--- src/rtl/psum_requant.sv ---
// Partial-sum collector and requantiser: adds a per-pixel bias to K_LEN saturated MAC
// partial sums, then applies ReLU, round-and-shift and 8-bit clipping behind a one-entry output register.
module psum_requant #(
   parameter int I_PSUM = 16,
   parameter int ACC_W  = 24,
   parameter int O_W    = 8,
   parameter int K_LEN  = 9,
   parameter int SHIFT  = 4
) (
   input  logic              i_clk,
   input  logic              i_rst,
   input  logic              i_valid,
   output logic              o_ready,
   input  logic [I_PSUM-1:0] i_psum,
   input  logic [I_PSUM-1:0] i_bias,
   output logic              o_valid,
   input  logic              i_ready,
   output logic [O_W-1:0]    o_data,
   output logic              o_sat,
   output logic [7:0]        o_cnt
);

   localparam int SUM_W = ACC_W + 1;
   localparam int RND_W = ACC_W + 1;

   localparam logic [7:0]       LAST_CNT  = 8'(K_LEN - 1);
   localparam logic [ACC_W-1:0] ACC_MAX   = {1'b0, {(ACC_W-1){1'b1}}};
   localparam logic [ACC_W-1:0] ACC_MIN   = {1'b1, {(ACC_W-1){1'b0}}};
   localparam logic [RND_W-1:0] HALF      = RND_W'(1) << (SHIFT - 1);
   localparam logic [O_W-1:0]   OUT_MAX   = {1'b0, {(O_W-1){1'b1}}};
   localparam logic [RND_W-1:0] OUT_MAX_W = {{(RND_W-O_W+1){1'b0}}, {(O_W-1){1'b1}}};

   logic [ACC_W-1:0] acc_q, acc_d;
   logic [7:0]       cnt_q, cnt_d;
   logic             valid_q, valid_d;
   logic [O_W-1:0]   data_q, data_d;
   logic             sat_q, sat_d;

   logic             accept;
   logic             last;
   logic             finalise;
   logic [SUM_W-1:0] base_ext;
   logic [SUM_W-1:0] psum_ext;
   logic [SUM_W-1:0] sum_wide;
   logic [ACC_W-1:0] sum_sat;
   logic [RND_W-1:0] rnd_wide;
   logic             rnd_sat;
   logic [O_W-1:0]   rnd_data;

   // Only the closing partial sum can stall: it is the one that needs the output register free.
   always_comb begin
      last     = (cnt_q == LAST_CNT);
      o_ready  = !last || !valid_q || i_ready;
      accept   = i_valid && o_ready;
      finalise = accept && last;
   end

   // The first partial sum of a pixel starts from the bias instead of the running total.
   // One guard bit is enough to see overflow; disagreeing top bits select the clamp direction.
   always_comb begin
      psum_ext = {{(SUM_W-I_PSUM){i_psum[I_PSUM-1]}}, i_psum};
      if (cnt_q == 8'd0) begin
         base_ext = {{(SUM_W-I_PSUM){i_bias[I_PSUM-1]}}, i_bias};
      end else begin
         base_ext = {acc_q[ACC_W-1], acc_q};
      end
      sum_wide = base_ext + psum_ext;
      if (sum_wide[SUM_W-1] != sum_wide[SUM_W-2]) begin
         sum_sat = sum_wide[SUM_W-1] ? ACC_MIN : ACC_MAX;
      end else begin
         sum_sat = sum_wide[ACC_W-1:0];
      end
   end

   // ReLU first, so the rounding add only ever sees a positive value and cannot wrap.
   always_comb begin
      if (sum_sat[ACC_W-1] || (sum_sat == '0)) begin
         rnd_wide = '0;
      end else begin
         rnd_wide = ({1'b0, sum_sat} + HALF) >> SHIFT;
      end
      rnd_sat  = (rnd_wide > OUT_MAX_W);
      rnd_data = rnd_sat ? OUT_MAX : rnd_wide[O_W-1:0];
   end

   always_comb begin
      acc_d   = acc_q;
      cnt_d   = cnt_q;
      valid_d = valid_q;
      data_d  = data_q;
      sat_d   = sat_q;
      if (accept) begin
         acc_d = sum_sat;
         cnt_d = last ? 8'd0 : cnt_q + 8'd1;
      end
      // A new result replacing a draining one keeps o_valid high for back-to-back throughput.
      if (finalise) begin
         valid_d = 1'b1;
         data_d  = rnd_data;
         sat_d   = rnd_sat;
      end else if (valid_q && i_ready) begin
         valid_d = 1'b0;
      end
   end

   always_ff @(posedge i_clk) begin
      if (i_rst) begin
         acc_q   <= '0;
         cnt_q   <= '0;
         valid_q <= 1'b0;
         data_q  <= '0;
         sat_q   <= 1'b0;
      end else begin
         acc_q   <= acc_d;
         cnt_q   <= cnt_d;
         valid_q <= valid_d;
         data_q  <= data_d;
         sat_q   <= sat_d;
      end
   end

   assign o_valid = valid_q;
   assign o_data  = data_q;
   assign o_sat   = sat_q;
   assign o_cnt   = cnt_q;

endmodule

--- config.mk ---
export PLATFORM = sky130hd
export DESIGN_NAME = psum_requant
export DESIGN_NICKNAME = d
export VERILOG_FILES = /design/src/rtl/psum_requant.sv
export SDC_FILE = /design/constraint.sdc
export NUM_CORES = 1
export LEC_CHECK = 0
export CAP_MARGIN = 20
export CORE_MARGIN = 2
export CORE_UTILIZATION = 60
export CTS_CLUSTER_SIZE = 14
export DETAILED_ROUTE_END_ITERATION = 16
export PLACE_DENSITY = 0.94
export SYNTH_ARGS = -nofsm -noshare
export SYNTH_HDL_FRONTEND = slang
export SYNTH_SLANG_ARGS = --single-unit
--- constraint.sdc ---
create_clock -name i_clk -period 14.05 [get_ports i_clk]
set_clock_uncertainty 0.15 [all_clocks]
set_input_delay 1.405 -clock i_clk [delete_from_list [all_inputs] [get_ports i_clk]]
set_output_delay 1.405 -clock i_clk [all_outputs]
set_load 0.01 [all_outputs]
# Word-level counts from Yosys, hierarchy flattened

Index checks and enable logic that the tools add are counted.

Bits in registers: 42
Word-level logic and storage cells: 30

Multiplexer cells: 8
Equality and inequality tests: 2
Magnitude comparators: 1
Reduce and logical (&&, ||, !) cells: 11
$add $sub $neg: 3

Operator list:

| cell                                                            | count |
|---|---|
| two-way mux 24 bit                                              | 2 |
| adder 24 x 4 -> 25 bit (second input constant)                  | 1 |
| adder 25 bit                                                    | 1 |
| greater-than comparator 25 x 7 -> 1 bit (second input constant) | 1 |
| two-way mux 25 bit                                              | 1 |
| zero test 24 bit                                                | 1 |
| two-way mux 21 bit                                              | 1 |
| two-way mux 8 bit                                               | 2 |
| adder 8 x 1 -> 8 bit (second input constant)                    | 1 |
| == test 8 x 4 -> 1 bit (second input constant)                  | 1 |
| zero test 8 bit                                                 | 1 |
| logical AND 1 bit                                               | 3 |
| logical OR 1 bit                                                | 3 |
| zero test 1 bit                                                 | 2 |
| two-way mux 1 bit                                               | 2 |
| nonzero test 2 bit                                              | 1 |
| != test 1 bit                                                   | 1 |

# Longest topological paths before layout

Gate-level depths: netlist (run 1).

Word-level depth: 10
Depth in mapped cells: 32
Mapped depth without buffers: 27

# Worst setup path after synthesis (run 1)

Ideal clock, no wire load.

Kind: input -> register
From: input port i_bias[15]
To: register data_q[2] (netlist: o_data[2])
Data required time: 13.783 ns
Path slack: 7.629 ns
Path buffers: 6
Data arrival time: 6.155 ns
Stages: 25
Library setup time: 0.117 ns
Cell sequence: and2_1 -> clkbuf_1 -> a21o_1 -> ha_1 -> buf_2 -> a211oi_1 -> o21bai_1 -> nand3_1 -> nand3_1 -> xnor2_1 -> ha_1 -> buf_2 -> buf_1 -> clkbuf_1 -> clkbuf_1 -> nand2_1 -> nand2_1 -> ha_1 -> nand3_1 -> a2111oi_4 -> o21a_1 -> a31oi_1 -> a311oi_4 -> o2111ai_1 -> a22o_1

Word-level cells in the longest chain between the ends: 9
Elaborated cells on any way between the ends: 11
Classes of those cells: 2 x add/sub; 1 x order compare; 1 x eq/ne; 5 x mux; 2 x reduce/logical

RTL lines:

| what                                                                           | RTL line | source |
|---|---|---|
| start, declared                                                                | 15       | `input logic [I_PSUM-1:0] i_bias,` |
| two-way mux 25 bit (*)                                                         | 62       | `if (cnt_q == 8'd0) begin` |
| adder 25 bit (*)                                                               | 67       | `sum_wide = base_ext + psum_ext;` |
| two-way mux 24 bit / != test 1 bit (equally long branches)                     | 69, 68   |  |
| two-way mux 24 bit (*)                                                         | 68       | `if (sum_wide[SUM_W-1] != sum_wide[SUM_W-2]) begin` |
| net sum_sat[3]                                                                 | 45       | `logic [ACC_W-1:0] sum_sat;` |
| parallel branches: the longest is 2 deep, another holds adder 24 x 4 -> 25 bit | n/a      |  |
| two-way mux 21 bit (*)                                                         | 77       | `if (sum_sat[ACC_W-1] \|\| (sum_sat == '0)) begin` |
| greater-than comparator 25 x 7 -> 1 bit                                        | 82       | `rnd_sat = (rnd_wide > OUT_MAX_W);` |
| two-way mux 8 bit (*)                                                          | 83       | `rnd_data = rnd_sat ? OUT_MAX : rnd_wide[O_W-1:0];` |
| end signal, assigned                                                           | 117      | `data_q <= data_d;` |
| end, declared                                                                  | 36       | `logic [O_W-1:0] data_q, data_d;` |

Mark *: on every way through the listed nets, which the timed path passes.
A chain may end at the register's enable or synchronous reset.

# Worst setup path in the final report (run 1)

Ends and elaborated chain as after synthesis.

==> results.yml, run 1 <==
sta:
  setup_tns_ps: 0
  slew_headroom: 0.510
  fin_crit_ps: 7170
  hold-worst-slack_ps: 310
  finalSetupViolations: 0
  maxSlewViolCount: 0
  period_share: 0.510
  rsz0062_at_grt: "false"
  hold_viol: 0
  tightest_slew_ps: 734
  fmax_mhz: 139
logic_synthesis:
  synth_top_area_frac: 0.192
  syn-num-nets: 668
  synthTopCellsByArea: "dfxtp_1 19%, nand2_1 9.8%, ha_1 8.0%"
  synth_cell_types: 82
  ys_seq_area_frac: 0.192
  syn_area_per_cell_um2: 7.25
  synth_edf_count: 0
  ys_ff_latch: 42
  yosysWarnings: 0
  async_reset_ff_frac: 0
  syn_inst: 603
  yosysTopAreaCell: "dfxtp_1"
  syn_area_um2: 4370
  synth_top_flop_cell: "dfxtp_1"
placement:
  dpl.hpwl_um: 10100
  place_congestion: 0.928
  postPlaceCellArea_um2: 4900
  io_buffers: 54
grt:
  antenna_found_initial: 0
  grt_pass1_wl_um: 20900
  grt_max_degree: 38
  gr-total-overflow: 0
  grt_use_total: 0.332
  grt_pass1_vias: 4438
flow_run:
  maxCapViolations: 0
floorplanning:
  dieArea_um2: 7990
  start_util: 0.613
  die_h_um: 89.4
  core_um2: 7140
  row_count: 31
  top_level_ports: 55
  die-width_um: 89.4
routing:
  vias_per_cell: 6.56
  dr.pass1.iters: 5
  drc: 0
  ant_nets: 0
  wl_um: 13200
  drtIter0Drc: 434
  wl_per_cell_um: 18.0
  vias: 4812
worst_setup_path:
  crit_path_max_incr_delay_ps: 510
  arrival_ps: 7220
  crit_buf_inv: 4
  crit_family: "compound AO/OA/AOI/OAI gates"
  crit_type: "primary input to flop"
  start_kind: "primary input"
  crit_chain: "clkdlybuf4s50_1 > and2_1 > a21o_1 > ha_1 > o21ai_0 > o21bai_1 > nand3_1 > nand3_1 > xnor2_1 > ha_1 > buf_4 > inv_1 > and2_1 > a31oi_1 > buf_4 > nand2_1 > ha_1 > nand3_1 > a2111oi_4 > o21a_1 > a31oi_1 > a311oi_4 > o2111ai_1 > a22o_1"
  path_max_fanout: 36
  crit_required_ps: 14100
  crit_path_top_delay_cell: "a311oi_4"
  crit_path_end_kind: "flop"
clock_tree:
  cts_tree: "built"
  cts.clk_slew.worst_paths_ps: 80
  root_buffer: "clkbuf_8"
  ctsResizeCount: 0
  postCtsSetupBuffers: 0
  numCtsBuffers: 5
  postCtsHoldBufs: 0
  clkLatencyLatePin_ps: 310
  cts_buffer_depth: 2
  h-tree-depth: 2
  clock-sinks: 42
power:
  power_per_cell_area_nw_per_um2: 150
  peakVddDrop_mv: 0.0716
  leakage_nw: 2.03
layout:
  area_delta_synth_final_pct: 14.5
  nets: 699
  utilization: 0.702
  fill_cells: 579
  drive_gt1_frac: 0.0772
  diodes: 0
  stdcell_area_um2: 5010
worst_hold_path:
  holdCritPathClass: "flop to flop"
outcome:
  outcome: "finished, final reports clean"
## power breakdown
part           switching, mW  internal [mW]  total (mW)
clock network         0.0454         0.0349      0.0803
logic                  0.341          0.184       0.526
registers             0.0117          0.135       0.147
total                  0.399          0.355       0.753
## sequential cells by signal, summed over array words and instances (netlist names)
name,count
o_sat,1
o_cnt,8
acc_q,24
o_valid,1
o_data,8
## final cells by class
| type | instances | area [um^2] | share of cell area |
|---|---|---|---|
| flip-flops and latches | 42 | 841 | 0.168 |
| repair buffers | 59 | 586 | 0.117 |
| clock inverters | 3 | 21.3 | 0.00425 |
| inverters | 10 | 37.5 | 0.00749 |
| well taps | 99 | 124 | 0.0247 |
| multi-input cells | 516 | 3330 | 0.665 |
| clock buffers | 5 | 68.8 | 0.0137 |
## worst paths after layout
| kind | from | depth (start not counted) | slack (ps) | to |
|---|---|---|---|---|
| min | o_data[7]$_SDFFE_PP0P_ | 1 | 310 | o_data[7]$_SDFFE_PP0P_ |
| max reg2reg | o_cnt[2]$_SDFFE_PP0P_ | 28 | 6890 | o_data[2]$_SDFFE_PP0P_ |
| min reg2reg | o_data[7]$_SDFFE_PP0P_ | 1 | 310 | o_data[7]$_SDFFE_PP0P_ |
| max | i_bias[15] | 24 | 6880 | o_data[2]$_SDFFE_PP0P_ |
## Yosys cell counts (3+ instances only)
| master | number |
|---|---|
| a211oi_1 | 14 |
| a21o_1 | 18 |
| a21oi_1 | 45 |
| a21oi_2 | 8 |
| a22o_1 | 4 |
| a2bb2oi_1 | 3 |
| a311oi_1 | 5 |
| a31oi_1 | 10 |
| and2_1 | 7 |
| and3_1 | 7 |
| buf_2 | 11 |
| clkbuf_1 | 18 |
| dfxtp_1 | 42 |
| ha_1 | 28 |
| inv_1 | 10 |
| mux2i_1 | 3 |
| nand2_1 | 114 |
| nand2b_1 | 8 |
| nand3_1 | 17 |
| nand4_1 | 12 |
| nor2_1 | 55 |
| nor2b_1 | 5 |
| nor3_1 | 15 |
| nor3b_1 | 3 |
| nor4_1 | 7 |
| o211ai_1 | 7 |
| o21a_1 | 10 |
| o21ai_0 | 17 |
| or2_2 | 3 |
| or3_1 | 3 |
| xnor2_1 | 9 |
| xor2_1 | 20 |
## kinds of logic (layout without fill, tap and decap cells)
| logic type | Yosys count | in the layout | share of synthesized area |
|---|---|---|---|
| and+or+nand+nor | 273 | 273 | 0.298 |
| AOI/OAI and AO/OA | 181 | 181 | 0.311 |
| buffers and inverters | 45 | 77 | 0.0461 |
| DFF | 42 | 42 | 0.192 |
| adders and majority gates | 29 | 29 | 0.0847 |
| xor gates and xnor gates | 29 | 29 | 0.0581 |
| muxes | 4 | 4 | 0.00944 |
## routing by layer
layer	share of wire	wire (um)	vias up	GRT usage
met5	0	0	-	0
met4	0.051	670	0	0.153
met3	0.083	1090	71	0.0683
met2	0.46	6080	288	0.556
met1	0.41	5350	2201	0.408
li1	-	-	2252	-
## cells in the final DEF, fill, tap and decap left out, types with 9 or more instances in the layout
cell type	instances
nand2_1	114
nor2_1	55
clkdlybuf4s50_1	54
a21oi_1	45
dfxtp_1	42
ha_1	28
xor2_1	20
a21o_1	18
o21ai_0	17
nand3_1	17
nor3_1	15
a211oi_1	14
nand4_1	12
o21a_1	10
inv_1	10
a31oi_1	10
xnor2_1	9
## stage by stage
step	setup slack, ps	total power [mW]	std cells
floorplan	7630	0.535	603
global placement	7000	0.638	724
detailed placement	6720	0.653	724
CTS	6770	0.735	732
global route	6470	0.804	734
finish	6880	0.753	734
No activity file was read; power rests on OpenSTA's default activity.
==> inputs of run 2 (changes only) <==
- CORE_UTILIZATION: 60 -> 57
- PLACE_DENSITY: 0.94 -> 0.91
- clock period: 14.05 -> 6.8 ns (I/O delays scaled with it)
==> run 2 against run 1 <==
Net effect: largest power group unchanged; register-to-register slack worse by 6500 ps; clock-buffer cell count up 1; utilization down 0.95 points; design area up 1.3%; wire length down 1.5%; final cell count up 0.82%; non-clock buffer count up 6; combinational power up 110%; critical endpoint is now o_data[0]$_SDFFE_PP0P_; power up 110%; flip-flop and latch count unchanged.
==> results.yml, run 2 (synthesized netlist as in run 1, its figures left out) <==
worst_setup_path:
  start_kind: "flop"
  crit_path_max_incr_delay_ps: 390
  crit_type: "flop to flop"
  crit_path_end_kind: "flop"
  crit_path_top_delay_cell: "ha_1"
  crit_required_ps: 6820
  r2r_cells: 26
  arrival_ps: 6380
  path_common_cell: "nand2_1"
  path_max_fanout: 24
clock_tree:
  root_buffer: "clkbuf_8"
  clock-sinks: 42
  numCtsBuffers: 5
  cts_tree: "built"
  cts_buffer_depth: 2
  clkLatencyLatePin_ps: 300
  cts.clk_slew.worst_paths_ps: 90
  h-tree-depth: 2
floorplanning:
  die_h_um: 91.6
  start_util: 0.597
  die-width_um: 91.6
  dieArea_um2: 8390
  top_level_ports: 55
  core_um2: 7330
  row_count: 31
grt:
  grt_pass1_wl_um: 21300
  gr-total-overflow: 0
  grt_pass1_vias: 4487
  grt_use_total: 0.307
  antenna_found_initial: 0
  grt_max_degree: 37
power:
  leakage_nw: 2.07
  total_power_mw: 1.59
  peakVddDrop_mv: 0.208
  power_per_cell_area_nw_per_um2: 313
worst_hold_path:
  min_path_cells: 2
  holdCritPathClass: "flop to flop"
sta:
  hold-worst-slack_ps: 310
  tightest_slew_ps: 770
  fmax_mhz: 157
  period_share: 0.936
  hold_viol: 0
  slew_headroom: 0.485
  fin_crit_ps: 6370
  maxSlewViolCount: 0
  finalSetupViolations: 0
routing:
  wl_per_cell_um: 17.6
  drtIter0Drc: 330
  ant_nets: 0
  dr.pass1.iters: 5
  vias_per_cell: 6.43
  drc: 0
  wl_um: 13000
  vias: 4755
layout:
  area_delta_synth_final_pct: 16.1
  mostFrequentLayoutCells: "114 x nand2_1, 55 x nor2_1, 54 x clkdlybuf4s50_1, 45 x a21oi_1, 42 x dfxtp_1"
  utilization: 0.692
  diodes: 0
  final_common_cell: "nand2_1"
  largest_reg_flops: 24
  nets: 705
  top_register: "acc_q"
  drive_gt1_frac: 0.0874
placement:
  io_buffers: 54
  dpl.hpwl_um: 9930
  place_congestion: 0.985
outcome:
  outcome: "finished, final reports clean"
flow_run:
  maxCapViolations: 0
[run 2: power by group]
part / leakage, nW / total [mW] / switching [mW] / internal [mW]
clock: 0.0452 / 0.164 / 0.0914 / 0.0726
sequential: 0.344 / 0.302 / 0.0225 / 0.280
combinational: 1.68 / 1.12 / 0.706 / 0.418
total: 2.07 / 1.59 / 0.820 / 0.770
[run 2: worst paths after layout]
| check | from | end | slack, ps |
|---|---|---|---|
| max | o_cnt[2]$_SDFFE_PP0P_ | o_data[0]$_SDFFE_PP0P_ | 430 |
| min | acc_q[2]$_SDFFE_PP0P_ | acc_q[2]$_SDFFE_PP0P_ | 310 |
| max reg2reg | o_cnt[2]$_SDFFE_PP0P_ | o_data[0]$_SDFFE_PP0P_ | 430 |
| min reg2reg | acc_q[2]$_SDFFE_PP0P_ | acc_q[2]$_SDFFE_PP0P_ | 310 |
[run 2: per-layer routing]
| layer | up-vias | track usage | wire length (um) |
|---|---|---|---|
| met5 | - | 0 | 0 |
| li1 | 2272 | - | - |
| met1 | 2210 | 0.399 | 5520 |
| met2 | 233 | 0.518 | 6030 |
| met3 | 40 | 0.0373 | 996 |
| met4 | 0 | 0.111 | 448 |
[run 2: timing repair]
action / CTS / global route
endpoints found under the setup margin: 0 / 8
resized for setup: 0 / 4
buffers inserted: 0 / 3
hold buffers: 0 / 0
[run 2: final cells by class]
type	count	area, um^2
multi-input cells	516	3350
fillers	606	2260
flip-flops and latches	42	841
repair buffers	65	636
well taps	99	124
clock buffers	6	72.6
inverters	10	41.3
clock inverters	2	13.8
[run 2: per-stage QoR]
stage / worst slack [ps] / instances / setup TNS [ps] / area (um^2)
after floorplan: 390 / 603 / 0 / 4370
after global placement: 469 / 729 / 0 / 4950
after detailed placement: 295 / 729 / 0 / 4950
after CTS: 290 / 737 / 0 / 5030
after global routing: -0.236 / 740 / -0.236 / 5070
final: 434 / 740 / 0 / 5070
[run 2: worst max-delay path: cells and delay by family (launching register included)]
family / cells / cell delay [ps]
adders and majority gates: 3 / 1040
and+or+nand+nor: 15 / 2890
DFF: 1 / 370
AOI/OAI and AO/OA: 6 / 1350
buffers and inverters: 1 / 240
xor gates and xnor gates: 1 / 160
==> inputs of run 3 (changes only) <==
- ABC_AREA: unset -> 1
- CAP_MARGIN: 20 -> unset
- CELL_PAD_IN_SITES_DETAIL_PLACEMENT: unset -> 1
- CELL_PAD_IN_SITES_GLOBAL_PLACEMENT: unset -> 1
- CORE_UTILIZATION: 57 -> 39
- PLACE_DENSITY: 0.91 -> 0.9
==> run 3 against run 2 <==
Net effect: wire length is 24% higher; clock-buffer cell count decreased by 1; synthesized cell count up 31%; via count increased by 10%; first-iteration DRC count fell by 17%; non-clock buffer count fell by 6.
==> results.yml, run 3 <==
worst_setup_path:
  crit_path_top_delay_cell: "clkinvlp_4"
  crit_required_ps: 6830
  crit_buf_inv: 6
  reg2reg_from: "o_cnt[0]$_SDFFE_PP0P_"
  crit_path_start: "o_cnt[0]$_SDFFE_PP0P_"
  r2r_setup_slack_ps: 570
  crit_path_end_kind: "flop"
  arrival_ps: 6260
  path_common_cell: "nand2_1"
  crit_path_max_incr_delay_ps: 450
  path_max_fanout: 29
  crit_type: "flop to flop"
  start_kind: "flop"
  crit_family: "simple AND/OR/NAND/NOR gates"
logic_synthesis:
  synth_cell_types: 37
  async_reset_ff_frac: 0
  synth_top_area_frac: 0.193
  syn-num-nets: 852
  ys_seq_area_frac: 0.184
  syn_inst: 787
  synthTopCellsByArea: "nand2_1 19%, dfxtp_1 18%, inv_1 11%"
  syn_area_per_cell_um2: 5.80
  yosysTopAreaCell: "nand2_1"
  synth_common_cells: "235 x nand2_1, 139 x inv_1, 63 x nand3_1, 57 x a21oi_1, 48 x o21ai_0"
  yosysWarnings: 0
  yosysMostFrequentCell: "nand2_1"
  ys_ff_latch: 42
  synth_edf_count: 0
  synth_top_flop_cell: "dfxtp_1"
  syn_area_um2: 4560
grt:
  globalRouteMet3Util: 0.0265
  grt_max_degree: 45
  grt_pass1_wl_um: 26500
  grt_util_met2: 0.448
  use_met1: 0.341
  grt_use_total: 0.259
  busiest_layer: "met2"
  antenna_found_initial: 0
  gr-total-overflow: 0
  grt_pass1_vias: 5342
sta:
  fin_crit_ps: 6230
  fmax_mhz: 160
  slew_headroom: 0.612
  period_share: 0.916
  finalSetupViolations: 0
  tightest_slew_ps: 576
  maxSlewViolCount: 0
  rsz0062_at_grt: "false"
  hold_viol: 0
  setup_tns_ps: 0
routing:
  drc: 0
  wl_um: 16100
  ant_nets: 0
  vias_per_cell: 5.35
  vias: 5243
  drtIter0Drc: 274
  dr.pass1.iters: 5
  wl_per_cell_um: 16.5
flow_run:
  maxCapViolations: 0
clock_tree:
  h-tree-depth: 2
  cts_tree: "built"
  root_buffer: "clkbuf_16"
  numCtsBuffers: 5
  cts.clk_slew.worst_paths_ps: 70
  clkLatencyLatePin_ps: 290
  clock-sinks: 42
  cts_buffer_depth: 2
worst_hold_path:
  min-delay-start: "o_data[7]$_SDFFE_PP0P_"
  holdCritPathClass: "flop to flop"
placement:
  postPlaceCellArea_um2: 5240
  place_congestion: 0.914
  io_buffers: 54
  dpl.hpwl_um: 12900
layout:
  diodes: 0
  final_common_cell: "nand2_1"
  top_register: "acc_q"
  utilization: 0.472
  mostFrequentLayoutCells: "235 x nand2_1, 138 x inv_1, 63 x nand3_1, 57 x a21oi_1, 54 x clkdlybuf4s50_1"
  drive_gt1_frac: 0.0836
  area_delta_synth_final_pct: 18.0
  nets: 901
  stdcell_area_um2: 5390
  largest_reg_flops: 24
floorplanning:
  dieArea_um2: 12600
  die_h_um: 112
  core_um2: 11400
  start_util: 0.400
  die-width_um: 112
  top_level_ports: 55
  row_count: 39
power:
  power_per_cell_area_nw_per_um2: 410
  total_power_mw: 2.21
  peakVddDrop_mv: 0.210
  leakage_nw: 2.80
outcome:
  outcome: "finished, final reports clean"
==> run 3: cell count changes in the layout (fill, tap and decap cells not counted), moves of 10 or more <==
| cell | before | now |
|---|---|---|
| nand3_1 | 17 | 63 |
| nand2_2 | 0 | 11 |
| a31oi_1 | 10 | 0 |
| o21a_1 | 10 | 0 |
| o21ai_0 | 17 | 48 |
| inv_1 | 9 | 138 |
| a211oi_1 | 14 | 1 |
| a21o_1 | 18 | 0 |
| nand2_1 | 114 | 235 |
| xor2_1 | 20 | 9 |
| a21oi_1 | 45 | 57 |
==> run 3: cell type report <==
| class | count | area (um^2) |
|---|---|---|
| fillers | 1631 | 6030 |
| multi-input cells | 584 | 3100 |
| flip-flops and latches | 42 | 841 |
| repair buffers | 59 | 578 |
| inverters | 144 | 544 |
| well taps | 143 | 179 |
| clock buffers | 5 | 125 |
| clock inverters | 3 | 18.8 |
==> run 3: path summary, 6_finish.rpt <==
check	end	cells after the start
min	o_data[7]$_SDFFE_PP0P_	2
min reg2reg	o_data[7]$_SDFFE_PP0P_	2
max reg2reg	o_sat$_SDFFE_PP0P_	33
max	o_sat$_SDFFE_PP0P_	33
==> run 3: layer usage <==
layer  routed length [um]  up-vias
met5                    0        -
met4                  416        0
met1                 7400     2465
li1                     -     2608
met3                  658       34
met2                 7650      136
==> run 3: cell families after synthesis <==
logic type,Yosys count,synth area share
XOR/XNOR,9,0.0173
adder cells (fa/ha/maj),29,0.0811
buffers and inverters,161,0.137
flip-flops,42,0.184
AND/OR/NAND/NOR,417,0.421
AO/OA/AOI/OAI,129,0.160
==> run 3: what timing repair did <==
item,4_1_cts,5_1_grt
buffers inserted,0,0
setup endpoints to repair,0,8
hold buffers,0,0
resized for setup,0,1
==> run 3: power breakdown <==
| group | leakage, nW | switching [mW] | internal [mW] |
|---|---|---|---|
| registers | 0.345 | 0.0140 | 0.288 |
| logic | 2.38 | 1.17 | 0.485 |
| clock network | 0.0740 | 0.111 | 0.136 |
| total | 2.80 | 1.30 | 0.909 |
==> run 3: metrics by stage <==
step           setup slack [ps]  std cells  hold slack (ps)
2_1_floorplan              1560        787              303
3_3_place_gp                874        972              266
3_5_place_dp                582        972              271
4_1_cts                     463        980              287
5_1_grt                    25.3        980              308
6_report                    568        980              284
==> run 3: tightest hold or removal path, cell delays in order (launching register included) <==
cell and delay (ps):
dfxtp_1 310, inv_1 50, nor2_1 30
